File: src/rtl/word_bram_adapter.sv
// Word-to-byte adapter: splits each client word read/write into WORD_BYTES byte beats on a byte-wide single-port BRAM.
// Latency: write completes (wr_done) N+1 cycles after accept; read completes (rsp_valid) N+BRAM_LATENCY+1 cycles after accept.
// Backpressure: req_ready is high only in IDLE; one transaction in flight, request inputs ignored while busy.
//
// Ports:
//   clk, rst_n                        clock, asynchronous active-low reset
//   req_valid/req_ready               request handshake (accept on req_valid && req_ready)
//   req_write, req_flip, req_addr,
//   req_wdata                         request fields, sampled at accept
//   rsp_valid, rsp_rdata              read completion pulse and word (held until next read completes)
//   wr_done                           write completion pulse
//   addr_wrap                         pulses with completion when any beat address wrapped
//   busy                              high whenever not IDLE
//   bram_we, bram_addr, bram_din,
//   bram_dout                         byte-wide BRAM port
module word_bram_adapter #(
  parameter int DATA_WIDTH   = 8,
  parameter int WORD_BYTES   = 2,
  parameter int ADDR_WIDTH   = 8,
  parameter int BRAM_LATENCY = 1
) (
  input  logic                             clk,
  input  logic                             rst_n,
  input  logic                             req_valid,
  output logic                             req_ready,
  input  logic                             req_write,
  input  logic                             req_flip,
  input  logic [ADDR_WIDTH-1:0]            req_addr,
  input  logic [WORD_BYTES*DATA_WIDTH-1:0] req_wdata,
  output logic                             rsp_valid,
  output logic [WORD_BYTES*DATA_WIDTH-1:0] rsp_rdata,
  output logic                             wr_done,
  output logic                             addr_wrap,
  output logic                             busy,
  output logic                             bram_we,
  output logic [ADDR_WIDTH-1:0]            bram_addr,
  output logic [DATA_WIDTH-1:0]            bram_din,
  input  logic [DATA_WIDTH-1:0]            bram_dout
);

  localparam int WW = WORD_BYTES * DATA_WIDTH;
  localparam int BW = (WORD_BYTES > 1) ? $clog2(WORD_BYTES) : 1;
  localparam logic [BW-1:0] LAST = BW'(WORD_BYTES - 1);

  typedef enum logic [1:0] {IDLE, WR_BEAT, RD_ISSUE, RD_DRAIN} state_t;

  state_t r_state, w_state_nxt;

  logic [BW-1:0] r_beat;
  logic          r_flip;
  logic          r_wrap;
  logic [WW-1:0] r_wdata;
  logic [WW-1:0] r_acc;
  logic [WW-1:0] w_acc_nxt;

  // Read capture pipeline: one stage per cycle of BRAM latency, carrying
  // the destination lane and a last-beat marker alongside each issued beat.
  logic [BRAM_LATENCY-1:0]         r_pv;
  logic [BRAM_LATENCY-1:0]         r_plast;
  logic [BRAM_LATENCY-1:0][BW-1:0] r_plane;

  logic              w_accept;
  logic              w_last_beat;
  logic [BW-1:0]     w_beat_nxt;
  logic              w_cap;
  logic              w_cap_last;
  logic [BW-1:0]     w_cap_lane;
  logic [ADDR_WIDTH:0] w_req_end;
  logic              w_req_wrap;

  function automatic logic [BW-1:0] lane_of(input logic [BW-1:0] beat, input logic flip);
    return flip ? (LAST - beat) : beat;
  endfunction

  function automatic logic [DATA_WIDTH-1:0] get_lane(input logic [WW-1:0] word, input logic [BW-1:0] idx);
    return word[idx*DATA_WIDTH +: DATA_WIDTH];
  endfunction

  assign req_ready   = (r_state == IDLE);
  assign busy        = (r_state != IDLE);
  assign w_accept    = req_valid && req_ready;
  assign w_last_beat = (r_beat == LAST);
  assign w_beat_nxt  = r_beat + 1'b1;
  assign w_cap       = r_pv[BRAM_LATENCY-1];
  assign w_cap_last  = w_cap && r_plast[BRAM_LATENCY-1];
  assign w_cap_lane  = r_plane[BRAM_LATENCY-1];

  // The last beat address overflows the address space exactly when
  // base + N - 1 carries out of ADDR_WIDTH bits.
  assign w_req_end  = {1'b0, req_addr} + (ADDR_WIDTH+1)'(WORD_BYTES - 1);
  assign w_req_wrap = w_req_end[ADDR_WIDTH];

  always_comb begin
    w_acc_nxt = r_acc;
    if (w_cap) begin
      w_acc_nxt[w_cap_lane*DATA_WIDTH +: DATA_WIDTH] = bram_dout;
    end
  end

  always_ff @(posedge clk or negedge rst_n) begin
    if (!rst_n) begin
      r_state <= IDLE;
    end else begin
      r_state <= w_state_nxt;
    end
  end

  always_comb begin
    w_state_nxt = r_state;
    case (r_state)
      IDLE:     if (w_accept) w_state_nxt = req_write ? WR_BEAT : RD_ISSUE;
      WR_BEAT:  if (w_last_beat) w_state_nxt = IDLE;
      RD_ISSUE: if (w_last_beat) w_state_nxt = RD_DRAIN;
      RD_DRAIN: if (w_cap_last) w_state_nxt = IDLE;
      default:  w_state_nxt = IDLE;
    endcase
  end

  always_ff @(posedge clk or negedge rst_n) begin
    if (!rst_n) begin
      r_beat    <= '0;
      r_flip    <= 1'b0;
      r_wrap    <= 1'b0;
      r_wdata   <= '0;
      r_acc     <= '0;
      r_pv      <= '0;
      r_plast   <= '0;
      r_plane   <= '0;
      bram_we   <= 1'b0;
      bram_addr <= '0;
      bram_din  <= '0;
      rsp_valid <= 1'b0;
      rsp_rdata <= '0;
      wr_done   <= 1'b0;
      addr_wrap <= 1'b0;
    end else begin
      rsp_valid <= 1'b0;
      wr_done   <= 1'b0;
      addr_wrap <= 1'b0;

      case (r_state)
        IDLE: begin
          if (w_accept) begin
            r_beat    <= '0;
            r_flip    <= req_flip;
            r_wrap    <= w_req_wrap;
            r_wdata   <= req_wdata;
            bram_addr <= req_addr;
            bram_we   <= req_write;
            if (req_write) begin
              bram_din <= get_lane(req_wdata, lane_of('0, req_flip));
            end
          end
        end
        WR_BEAT: begin
          if (w_last_beat) begin
            bram_we   <= 1'b0;
            wr_done   <= 1'b1;
            addr_wrap <= r_wrap;
          end else begin
            r_beat    <= w_beat_nxt;
            bram_addr <= bram_addr + 1'b1;
            bram_din  <= get_lane(r_wdata, lane_of(w_beat_nxt, r_flip));
          end
        end
        RD_ISSUE: begin
          if (!w_last_beat) begin
            r_beat    <= w_beat_nxt;
            bram_addr <= bram_addr + 1'b1;
          end
        end
        default: ;
      endcase

      // Stage 0 is loaded at the end of the cycle in which the beat address
      // is on the bus, so the last stage lines up with bram_dout.
      for (int k = BRAM_LATENCY - 1; k > 0; k--) begin
        r_pv[k]    <= r_pv[k-1];
        r_plast[k] <= r_plast[k-1];
        r_plane[k] <= r_plane[k-1];
      end
      r_pv[0]    <= (r_state == RD_ISSUE);
      r_plast[0] <= (r_state == RD_ISSUE) && w_last_beat;
      r_plane[0] <= lane_of(r_beat, r_flip);

      r_acc <= w_acc_nxt;
      // Publish the whole word only once the final lane lands.
      if (w_cap_last) begin
        rsp_rdata <= w_acc_nxt;
        rsp_valid <= 1'b1;
        addr_wrap <= r_wrap;
      end
    end
  end

endmodule

File: config.mk
export PLATFORM = sky130hd
export DESIGN_NAME = word_bram_adapter
export DESIGN_NICKNAME = d
export VERILOG_FILES = /design/src/rtl/word_bram_adapter.sv
export SDC_FILE = /design/constraint.sdc
export NUM_CORES = 1
export LEC_CHECK = 0
export BUFFER_PORTS_ARGS = -buffer_cell sky130_fd_sc_hd__buf_2
export CAP_MARGIN = 30
export CORE_AREA = 2 2 84 86
export DETAILED_ROUTE_END_ITERATION = 10
export DIE_AREA = 0 0 86 88
export PLACE_DENSITY = 0.75
export SETUP_SLACK_MARGIN = 0.3
export SLEW_MARGIN = 20
export SYNTH_ARGS = -nofsm -noshare
export SYNTH_HDL_FRONTEND = slang
export SYNTH_SLANG_ARGS = --single-unit
File: constraint.sdc
create_clock -name clk -period 2.25 [get_ports clk]
set_input_delay 0.1125 -clock clk [delete_from_list [all_inputs] [get_ports clk]]
set_output_delay 0.1125 -clock clk [all_outputs]
set_load 0.02 [all_outputs]
==> results.cfg <==
[sta]
final_hold_viol_count = 0
clock_skew_ns = 0.00982
setup_tns_ns = 0
slew_headroom_pct = 63.2
clock.fmax_mhz = 543
grt_setup_unrepaired = false
period_minus_slack_ns = 1.84
worst_pin_slew_ns = 0.552
report.final.slew_viol_count = 0
period_share_pct = 81.9
setup_viol = 0

[setup_path]
max_stage_delay_ns = 0.41
required_ns = 2.47
arrival_ns = 2.06
path_buf_inv = 2
crit_fanout = 16
endpoint_kind = register
start_kind = register
cp_slowest_cell = dfrtp_1
crit_chain = inv_1 -> ha_4 -> and2b_4 -> o21bai_4 -> buf_4 -> nor3_1 -> a221o_1
path_delay_family = buffers and inverters
path_class = register to register

[clock_tree]
postCtsSetupBuffers = 0
cts_buffers = 9
clockBufferDepth = 2
htree_num_levels = 3
cts_sinks = 76
cts_tree = yes
clockRootBuffer = clkbuf_8
clk_transition_reported_paths_ns = 0.08
clkLatencyLatePin_ns = 0.34

[route]
vias_per_cell = 5.61
detail_route.wl_per_cell_um = 16.4
routed_wl_um = 7020
first_pass_iters = 4
drt_iter0_drc = 95
drtAntennaViolNets = 0
drc = 0
num_vias = 2407

[yosys]
ys_warn_count = 0
synth.area.top_cells = dfrtp_1 55%, mux2_2 18%, mux2i_1 3.4%, ha_1 2.9%, a221o_1 2.3%
async_flop_share_pct = 100
synth_edf_count = 0
syn_nets = 311
yosys.area.top_type = dfrtp_1
syn_area_per_cell_um2 = 13.1
ys_ff_latch = 76
ys_seq_area_share_pct = 54.6
synthFlopType = dfrtp_1
syn_area_um2 = 3480
synth_top_cell_area_share_pct = 54.6
yosysUniqueCellTypes = 40
synth_cells = 266

[status]
status = finished clean

[final_layout]
syn_to_final_growth_pct = 19.7
drive_gt1_share_pct = 46.1
fillers = 557
antenna_cells = 0
design_area_um2 = 4170
nets = 391
final_cells = 429

[pwr]
combinationalPowerShare_pct = 47.4
pwr-share-clk_pct = 16.5
seqPwrFrac_pct = 36.1
p_int_mw = 4.18
power_density_nw_per_um2 = 1600
power_mw = 6.66
switchingPower_mw = 2.48
p_leak_nw = 1.96
irDropWorstVdd_uv = 675
swShare_pct = 37.3

[place]
gp_congestion = 0.858
dp_hpwl_um = 4840
dp_cells = 413
dpl_cell_area_um2 = 3920
place.port_buffers = 74

[floorplan]
die_y_um = 88
die_area_um2 = 7570
coreArea_um2 = 6640
start_util_pct = 52.4
io_pins = 75
rows = 30
fp.dieW_um = 86

[global_route]
grt-ovfl-total = 0
grt_util_met2_pct = 31.6
grt.busiest_layer = met2
grt_pass1_wl_um = 11600
grt_util_met1_pct = 26.3
track_usage_pct = 19.7
grt_max_degree = 77
grt_pass1_vias = 2437
antenna_found_initial = 0
gr-usage-met3_pct = 5.09

[job]
maxCapViolations = 0

[hold_path]
min_path_type = input port to register
## final cells by class
cell class / count / area, µm² / area share, %
well taps: 80 / 100 / 2.40
multi-input cells: 168 / 1480 / 35.5
flip-flops and latches: 76 / 1900 / 45.6
clock buffers: 12 / 145 / 3.48
repair buffers: 82 / 448 / 10.8
inverters: 9 / 33.8 / 0.811
clock inverters: 2 / 60.1 / 1.44
## logic make-up after synthesis
group / count (synthesis) / share of synthesized area (%)
compound gates: 38 / 8.59
xor+xnor: 1 / 0.467
fa+ha+maj: 8 / 2.87
buf+inv: 22 / 3.31
flops: 76 / 54.6
mux: 69 / 21.9
simple gates: 52 / 8.26
## registers in the layout, indices dropped and copies added, names as in the netlist, 2 cells and up
name       cells
r_wdata       16
bram_din       8
rsp_rdata     16
bram_addr      8
r_state        2
r_acc         16
## power by group through the flow
stage	combinational (mW)	clock [mW]	sequential (mW)
detailed placement	3.11	0	2.43
finish	3.16	1.10	2.41
floorplan	1.98	0	2.72
global route	3.43	1.19	2.49
CTS	3.13	1.13	2.41
global placement	3.01	0	2.40
## path summary, 6_finish.rpt
kind / startpoint / to / slack, ns / depth (start not counted)
worst min-delay path: req_wdata[5] / r_wdata[5] / 0.01 / 2
min in group asynchronous: rst_n / rsp_rdata[11] / 0.29 / 2
worst max-delay path: r_state[1] / bram_din[1] / 0.41 / 7
worst max register to register: r_state[1] / bram_din[1] / 0.41 / 7
worst min register to register: r_wrap / r_wrap / 0.48 / 2
max in group asynchronous: rst_n / r_wdata[3] / 1.39 / 3
## what timing repair did
item	in CTS	in global routing
endpoints found under the hold margin	76	0
hold buffers	1	0
endpoints found under the setup margin	9	12
gates resized for setup	1	2
## cell usage after synthesis, types with 2 or more instances
cell type,instances
o22a_2,2
clkbuf_1,2
nand4_1,2
ha_1,8
dfrtp_1,76
a21oi_1,6
mux2i_1,12
and4_1,2
a211oi_1,3
and3_1,4
o22ai_1,3
nand2_1,9
and2_1,4
buf_6,3
nand3_1,2
a31oi_1,2
mux2_2,56
a221o_1,8
o21ai_0,7
nor2_1,10
nor3_1,12
inv_1,9
buf_2,7
## stage by stage
step | hold WS, ns | utilization (%) | setup WS, ns
global route | 0.00906 | 62.7 | 0.298
floorplan | -0.183 | - | 0.310
detailed placement | 0.318 | 59.0 | 0.221
CTS | 0.00225 | 62.3 | 0.304
global placement | 0.316 | 59.0 | 0.323
finish | 0.0143 | 62.7 | 0.408
## routing by layer
| metal | wire length [µm] | part of all wire (%) | vias up |
|---|---|---|---|
| met5 | 0 | 0 | - |
| met4 | 70 | 1.0 | 0 |
| met3 | 358 | 5.1 | 7 |
| met2 | 3400 | 48 | 70 |
| met1 | 3200 | 46 | 1206 |
| li1 | - | - | 1124 |
## cells in the final DEF (no fill, tap or decap), drive strengths merged
cell type / instances
and2b: 1
xor2: 1
a221o: 8
nor2b: 2
nand3: 2
o31ai: 1
mux2i: 12
a211o: 2
and2: 4
nor2: 11
nand2: 9
dfrtp: 76
o22ai: 3
and3: 5
o21bai: 1
buf: 81
a32o: 1
o311ai: 1
clkbuf: 12
a211oi: 3
bufinv: 2
mux2: 57
nor4: 1
nand4: 2
inv: 9
o21ai: 7
dlygate4sd3: 1
ha: 8
a31oi: 2
a21oi: 6
and4: 2
nor3: 12
nand2b: 1
o22a: 3
No activity file was read; power rests on OpenSTA's default activity.
